## src/rtl/uart_rx_fifo_if.sv

```systemverilog
// rtl/uart_rx_fifo_if.sv - UART receive FIFO host-side signal bundle
interface uart_rx_fifo_if #(
  parameter int AW = 3
);
  logic          uart_rx;
  logic          rd_en;
  logic          err_clr;
  logic [7:0]    rx_data;
  logic          rx_valid;
  logic [AW:0]   rx_count;
  logic          frame_err;
  logic          overrun;

  modport master (
    output uart_rx, rd_en, err_clr,
    input  rx_data, rx_valid, rx_count, frame_err, overrun
  );

  modport slave (
    input  uart_rx, rd_en, err_clr,
    output rx_data, rx_valid, rx_count, frame_err, overrun
  );
endinterface

```

## src/rtl/uart_rx_fifo.sv

```systemverilog
// rtl/uart_rx_fifo.sv - 16x oversampled 8N1 UART receiver feeding a FWFT byte FIFO
module uart_rx_fifo #(
  parameter int BAUD_DIV = 651,
  parameter int DEPTH    = 8,
  parameter int AW       = 3
) (
  input  logic          clk,
  input  logic          reset,
  uart_rx_fifo_if.slave bus
);
  typedef enum logic [2:0] {IDLE, START, DATA, STOP, BREAK} state_t;

  localparam logic [15:0] TICK_MAX = 16'(BAUD_DIV - 1);
  localparam logic [AW:0] FULL     = (AW + 1)'(DEPTH);
  localparam logic [AW:0] ONE      = (AW + 1)'(1);

  logic          rx_meta;
  logic          rx_s;
  logic [15:0]   div_cnt;
  logic          tick;
  state_t        state;
  logic [3:0]    scnt;
  logic [2:0]    bit_idx;
  logic [7:0]    shift_q;
  logic          push_q;
  logic          frame_err_q;

  logic [7:0]    mem [DEPTH];
  logic [AW-1:0] wr_ptr;
  logic [AW-1:0] rd_ptr;
  logic [AW:0]   count;
  logic          overrun_q;
  logic          do_pop;
  logic          do_push;
  logic          drop;

  always_ff @(posedge clk or posedge reset) begin
    if (reset) begin
      rx_meta <= 1'b1;
      rx_s    <= 1'b1;
    end else begin
      rx_meta <= bus.uart_rx;
      rx_s    <= rx_meta;
    end
  end

  assign tick = (div_cnt == TICK_MAX);

  always_ff @(posedge clk or posedge reset) begin
    if (reset) begin
      div_cnt <= 16'd0;
    end else if (tick) begin
      div_cnt <= 16'd0;
    end else begin
      div_cnt <= div_cnt + 16'd1;
    end
  end

  // push_q is a one-cycle strobe so the FIFO write lands one clk after the stop sample
  always_ff @(posedge clk or posedge reset) begin
    if (reset) begin
      state       <= IDLE;
      scnt        <= 4'd0;
      bit_idx     <= 3'd0;
      shift_q     <= 8'h00;
      push_q      <= 1'b0;
      frame_err_q <= 1'b0;
    end else begin
      push_q <= 1'b0;
      if (bus.err_clr) frame_err_q <= 1'b0;
      if (tick) begin
        case (state)
          IDLE: begin
            if (!rx_s) begin
              state <= START;
              scnt  <= 4'd0;
            end
          end
          START: begin
            if (scnt == 4'd7) begin
              if (!rx_s) begin
                state   <= DATA;
                bit_idx <= 3'd0;
                scnt    <= 4'd0;
              end else begin
                state <= IDLE;
              end
            end else begin
              scnt <= scnt + 4'd1;
            end
          end
          DATA: begin
            scnt <= scnt + 4'd1;
            if (scnt == 4'd15) begin
              shift_q <= {rx_s, shift_q[7:1]};
              bit_idx <= bit_idx + 3'd1;
              if (bit_idx == 3'd7) state <= STOP;
            end
          end
          STOP: begin
            scnt <= scnt + 4'd1;
            if (scnt == 4'd15) begin
              if (rx_s) begin
                push_q <= 1'b1;
                state  <= IDLE;
              end else begin
                frame_err_q <= 1'b1;
                state       <= BREAK;
              end
            end
          end
          BREAK: begin
            if (rx_s) state <= IDLE;
          end
          default: state <= IDLE;
        endcase
      end
    end
  end

  // A full FIFO still accepts a push when the same cycle pops its head
  assign do_pop  = bus.rd_en && (count != '0);
  assign do_push = push_q && ((count != FULL) || bus.rd_en);
  assign drop    = push_q && (count == FULL) && !bus.rd_en;

  always_ff @(posedge clk) begin
    if (do_push) mem[wr_ptr] <= shift_q;
  end

  always_ff @(posedge clk or posedge reset) begin
    if (reset) begin
      wr_ptr    <= '0;
      rd_ptr    <= '0;
      count     <= '0;
      overrun_q <= 1'b0;
    end else begin
      if (do_push) wr_ptr <= wr_ptr + 1'b1;
      if (do_pop)  rd_ptr <= rd_ptr + 1'b1;
      case ({do_push, do_pop})
        2'b10:   count <= count + ONE;
        2'b01:   count <= count - ONE;
        default: count <= count;
      endcase
      if (bus.err_clr) overrun_q <= 1'b0;
      if (drop)        overrun_q <= 1'b1;
    end
  end

  assign bus.rx_data   = (count != '0) ? mem[rd_ptr] : 8'h00;
  assign bus.rx_valid  = (count != '0);
  assign bus.rx_count  = count;
  assign bus.frame_err = frame_err_q;
  assign bus.overrun   = overrun_q;
endmodule

```

## src/flat_wrapper.sv

```systemverilog
// flat-port wrapper written by rule: the top's interface ports become plain ports
module uart_rx_fifo_flat 
#(
  parameter int BAUD_DIV = 651,
  parameter int DEPTH    = 8,
  parameter int AW       = 3
)
  (clk, reset, bus_uart_rx, bus_rd_en, bus_err_clr, bus_rx_data, bus_rx_valid, bus_rx_count, bus_frame_err, bus_overrun);
  uart_rx_fifo_if #(.AW(AW)) bus_i ();
  input  logic clk;
  input  logic reset;
  input wire logic [$bits(bus_i.uart_rx)-1:0] bus_uart_rx;
  input wire logic [$bits(bus_i.rd_en)-1:0] bus_rd_en;
  input wire logic [$bits(bus_i.err_clr)-1:0] bus_err_clr;
  output wire logic [$bits(bus_i.rx_data)-1:0] bus_rx_data;
  output wire logic [$bits(bus_i.rx_valid)-1:0] bus_rx_valid;
  output wire logic [$bits(bus_i.rx_count)-1:0] bus_rx_count;
  output wire logic [$bits(bus_i.frame_err)-1:0] bus_frame_err;
  output wire logic [$bits(bus_i.overrun)-1:0] bus_overrun;
  assign bus_i.uart_rx = bus_uart_rx;
  assign bus_i.rd_en = bus_rd_en;
  assign bus_i.err_clr = bus_err_clr;
  assign bus_rx_data = bus_i.rx_data;
  assign bus_rx_valid = bus_i.rx_valid;
  assign bus_rx_count = bus_i.rx_count;
  assign bus_frame_err = bus_i.frame_err;
  assign bus_overrun = bus_i.overrun;
  uart_rx_fifo #(.BAUD_DIV(BAUD_DIV), .DEPTH(DEPTH), .AW(AW)) u_core (.clk(clk), .reset(reset), .bus(bus_i));
endmodule
```

## config.mk

```make
export PLATFORM = sky130hd
export DESIGN_NAME = uart_rx_fifo_flat
export DESIGN_NICKNAME = d
export VERILOG_FILES = /design/src/rtl/uart_rx_fifo_if.sv /design/src/rtl/uart_rx_fifo.sv /design/src/flat_wrapper.sv
export SDC_FILE = /design/constraint.sdc
export NUM_CORES = 1
export LEC_CHECK = 0
export ABC_AREA = 0
export BUFFER_PORTS_ARGS = -buffer_cell sky130_fd_sc_hd__buf_4
export CORE_ASPECT_RATIO = 0.8
export CORE_MARGIN = 1.5
export CORE_UTILIZATION = 55
export CTS_CLUSTER_SIZE = 8
export DETAILED_ROUTE_END_ITERATION = 10
export GPL_ROUTABILITY_DRIVEN = 0
export MAX_ROUTING_LAYER = met4
export PLACE_DENSITY = 0.75
export SYNTH_ARGS = -nofsm -noshare
export SYNTH_HDL_FRONTEND = slang
export SYNTH_SLANG_ARGS = --single-unit
```

## constraint.sdc

```tcl
create_clock -name clk -period 2.27 [get_ports clk]
set_input_delay 0.454 -clock clk [delete_from_list [all_inputs] [get_ports clk]]
set_output_delay 0.454 -clock clk [all_outputs]
set_load 0.01 [all_outputs]
```

==> results by group <==
Floorplanning
  • Core Box Area: roughly 8600 µm²
  • Num rows: 30
  • Area of the die: ~9500 µm²
  • Die height: between 80 and 90 µm
  • Initial Util: 0.572
  • I/O Pins: 20
  • Die Width: approximately 110 µm

Synth
  • #FFs+latches synth: around 110
  • Yosys warns: 0
  • Mapped Cells: around 330
  • Syn_area_per_cell: between 15 and 20 µm²
  • Syn_nets: about 340
  • Number of synthesized flops with an enable pin: 64
  • Sequential-to-total area share from yosys stat: 0.641
  • Post-synthesis cell area: between 4000 and 5000 µm²
  • Post-synthesis cell type count: 53
  • Async S/R FF share, synth: 0.434
  • Most used flip-flop cell after synthesis: edfxtp_1

Run status
  • Status: finished with violations
  • Failing checks: negative setup slack

Clocking
  • Sink Count: about 110
  • CTS tree: done
  • Reg clk slew, reported paths: 60 ps
  • Root Buffer: clkbuf_8
  • CTS max path bufs: 2
  • # H-tree levels: 4
  • Clk Latency, worst-skew pair: roughly 520 ps
  • TritonCTS buffer count: 17

Critical path
  • Startpoint types: flip-flop
  • Worst EP arrival: roughly 2100 ps
  • Req. time, crit path: 1820 ps
  • Setup crit end kind: output port
  • WS Path Type: reg -> out
  • Crit-path max FO: 9

GRT
  • Vias in the first global route: 3012
  • Initial antenna violation count: 0
  • Largest net degree at the start of global routing: 33
  • GRT Util Overall: 0.234
  • Total gr overflow: 0
  • First-pass GRT wire length: between 15000 and 20000 µm

Placed design
  • DP Area: approximately 5400 µm²
  • Dpl cells: roughly 470
  • Detail Placement HPWL: 6110 µm
  • DP Worst Slack: approximately 43 ps
  • IO Port Bufs: 19

Pwr
  • Pleak: 0.00250 µW
  • Peak supply drop: 0.504 mV
  • Power Dens Cells: between 700 and 800 nW/µm²

Route
  • Vias per cell: just under 6
  • Total length of routed wires: slightly below 10000 µm
  • Post-route DRC: 0
  • DR iter-0 viols: 170
  • Vias: 2932
  • ANT nets after route: 0
  • Post-DR wirelength/cell: approximately 19 µm
  • DRT Pass-1 Iters: 5

Finish
  • Ant. Diodes: 0
  • Post-layout util: 0.706
  • Area delta synth->final: 23.4%
  • Layout Cells excl Fill: a little over 500
  • Fillcell total: around 530
  • Final Cell Area: 6070 µm²
  • Final nets: just under 400
  • Layout cells sized above 1: 0.359

Timing
  • Slew HR: 0.370
  • Setup Viol. Count Final: 9
  • Slew Viols, Final: 0
  • Clock Skews: between 10 and 15 ps
  • Post-route setup slack: -232 ps
  • Final hold vios: 0
  • Fin crit share: 1.10
  • Final setup TNS: -1370 ps
  • RSZ-0062 raised after global routing: true
  • Fmax: approximately 400 MHz
  • Worst-margin pin slew: between 900 and 1000 ps
  • Minimum clock period: between 2000 and 3000 ps

Hold path
  • Hold Crit Class: in -> reg

Run
  • Max cap viols: 0
## cells in the mapped netlist (3+ instances only)
cell | instances | area (µm²)
inv_1 | 12 | 45.0
buf_2 | 3 | 15.0
nand4_1 | 4 | 25.0
a31oi_1 | 3 | 18.8
nor2_1 | 31 | 116
dfrtp_1 | 47 | 1180
nand2b_1 | 8 | 50.1
xnor2_1 | 13 | 114
nor3_1 | 8 | 40.0
mux2_2 | 13 | 146
o21ai_0 | 5 | 25.0
mux2i_1 | 8 | 80.1
mux4_2 | 16 | 360
clkbuf_1 | 4 | 15.0
nand2_1 | 10 | 37.5
nand3_1 | 9 | 45.0
xor2_1 | 10 | 87.6
edfxtp_1 | 64 | 1920
a21oi_1 | 3 | 15.0
ha_1 | 10 | 125
## layout make-up
type                       count  area, µm²  share of cell area
sequential                   113       3160               0.520
tap                          112        140              0.0231
clock inverter                15        159              0.0262
clock buffer                  17        414              0.0683
inverter                      12       45.0             0.00743
multi-input combinational    193       1760               0.290
timing repair buffer          46        390              0.0644
## state kept, by name, summed over array words and instances (netlist names), 3 cells and up
register / count
u_core.mem: 64
u_core.wr_ptr: 3
u_core.div_cnt: 16
u_core.bit_idx: 3
u_core.scnt: 4
u_core.shift_q: 8
u_core.rd_ptr: 3
u_core.bus.rx_count: 4
u_core.state: 3
## worst paths after layout
check / start / to / slack [ps] / cells after the start
min in group asynchronous: reset / u_core.rd_ptr[0] / 500 / 3
max: u_core.rd_ptr[0] / bus_rx_data[7] / -230 / 5
min reg2reg: u_core.rx_meta / u_core.rx_s / 360 / 0
min: bus_uart_rx / u_core.rx_meta / 50 / 1
max in group asynchronous: reset / u_core.rx_s / 1180 / 4
max reg2reg: u_core.bus.rx_count[1] / u_core.bus.rx_count[2] / -10 / 10
## worst max-delay path, cell delays in order, from the launching register on
cell	delay [ps]
dfrtp_2	440
buf_12	160
mux4_2	520
mux2i_2	210
nor2_1	60
buf_4	140
## report_power, final
part | switching [µW] | leakage (µW) | internal [µW]
Clock | 963 | 0.000251 | 1560
Sequential | 2.39 | 0.00140 | 2160
Combinational | 22.1 | 0.000850 | 11.7
Total | 988 | 0.00250 | 3730
## cells in the final DEF (no fill, tap or decap), types with 3 or more instances in the layout
master      count
buf_4          42
clkbuf_16      17
clkinvlp_4      9
dfrtp_1        43
dfrtp_2         4
edfxtp_1       64
ha_1            7
inv_1          10
inv_6           3
mux2_2         13
mux2i_1         7
mux4_2         16
nand2_1        10
nand2b_1        8
nand3_1         9
nand4_1         4
nor2_1         31
nor3_1          7
o21ai_0         5
xnor2_1        13
xor2_1          9
## per-stage QoR
step | hold WS, ps | power [µW]
6_report | 53.6 | 4720
5_1_grt | 34.1 | 4830
4_1_cts | 30.3 | 4750
3_5_place_dp | 350 | 2230
3_3_place_gp | 345 | 2230
2_1_floorplan | 345 | 2220
## metal layers
metal / part of all wire / track usage / routed length, µm / vias up
met2: 0.47 / 0.349 / 4600 / 122
met1: 0.44 / 0.299 / 4220 / 1442
met5: 0 / - / 0 / -
met3: 0.066 / 0.0766 / 639 / 23
met4: 0.024 / 0.0945 / 233 / 0
li1: - / - / - / 1345
## logic make-up after synthesis
family                   synth area share
flip-flops                          0.641
AND/OR/NAND/NOR                     0.114
multiplexers                        0.119
AO/OA/AOI/OAI                      0.0430
XOR/XNOR                           0.0410
buffers and inverters              0.0168
adder cells (fa/ha/maj)            0.0254
## what timing repair did
action,4_1_cts,5_1_grt
gates resized for setup,6,4
endpoints found under the hold margin,17,0
setup endpoints to repair,9,10
pin swaps,0,4
hold buffers,1,0
buffers inserted,1,4
gates cloned,1,0
(Power assumes the default switching activity.)
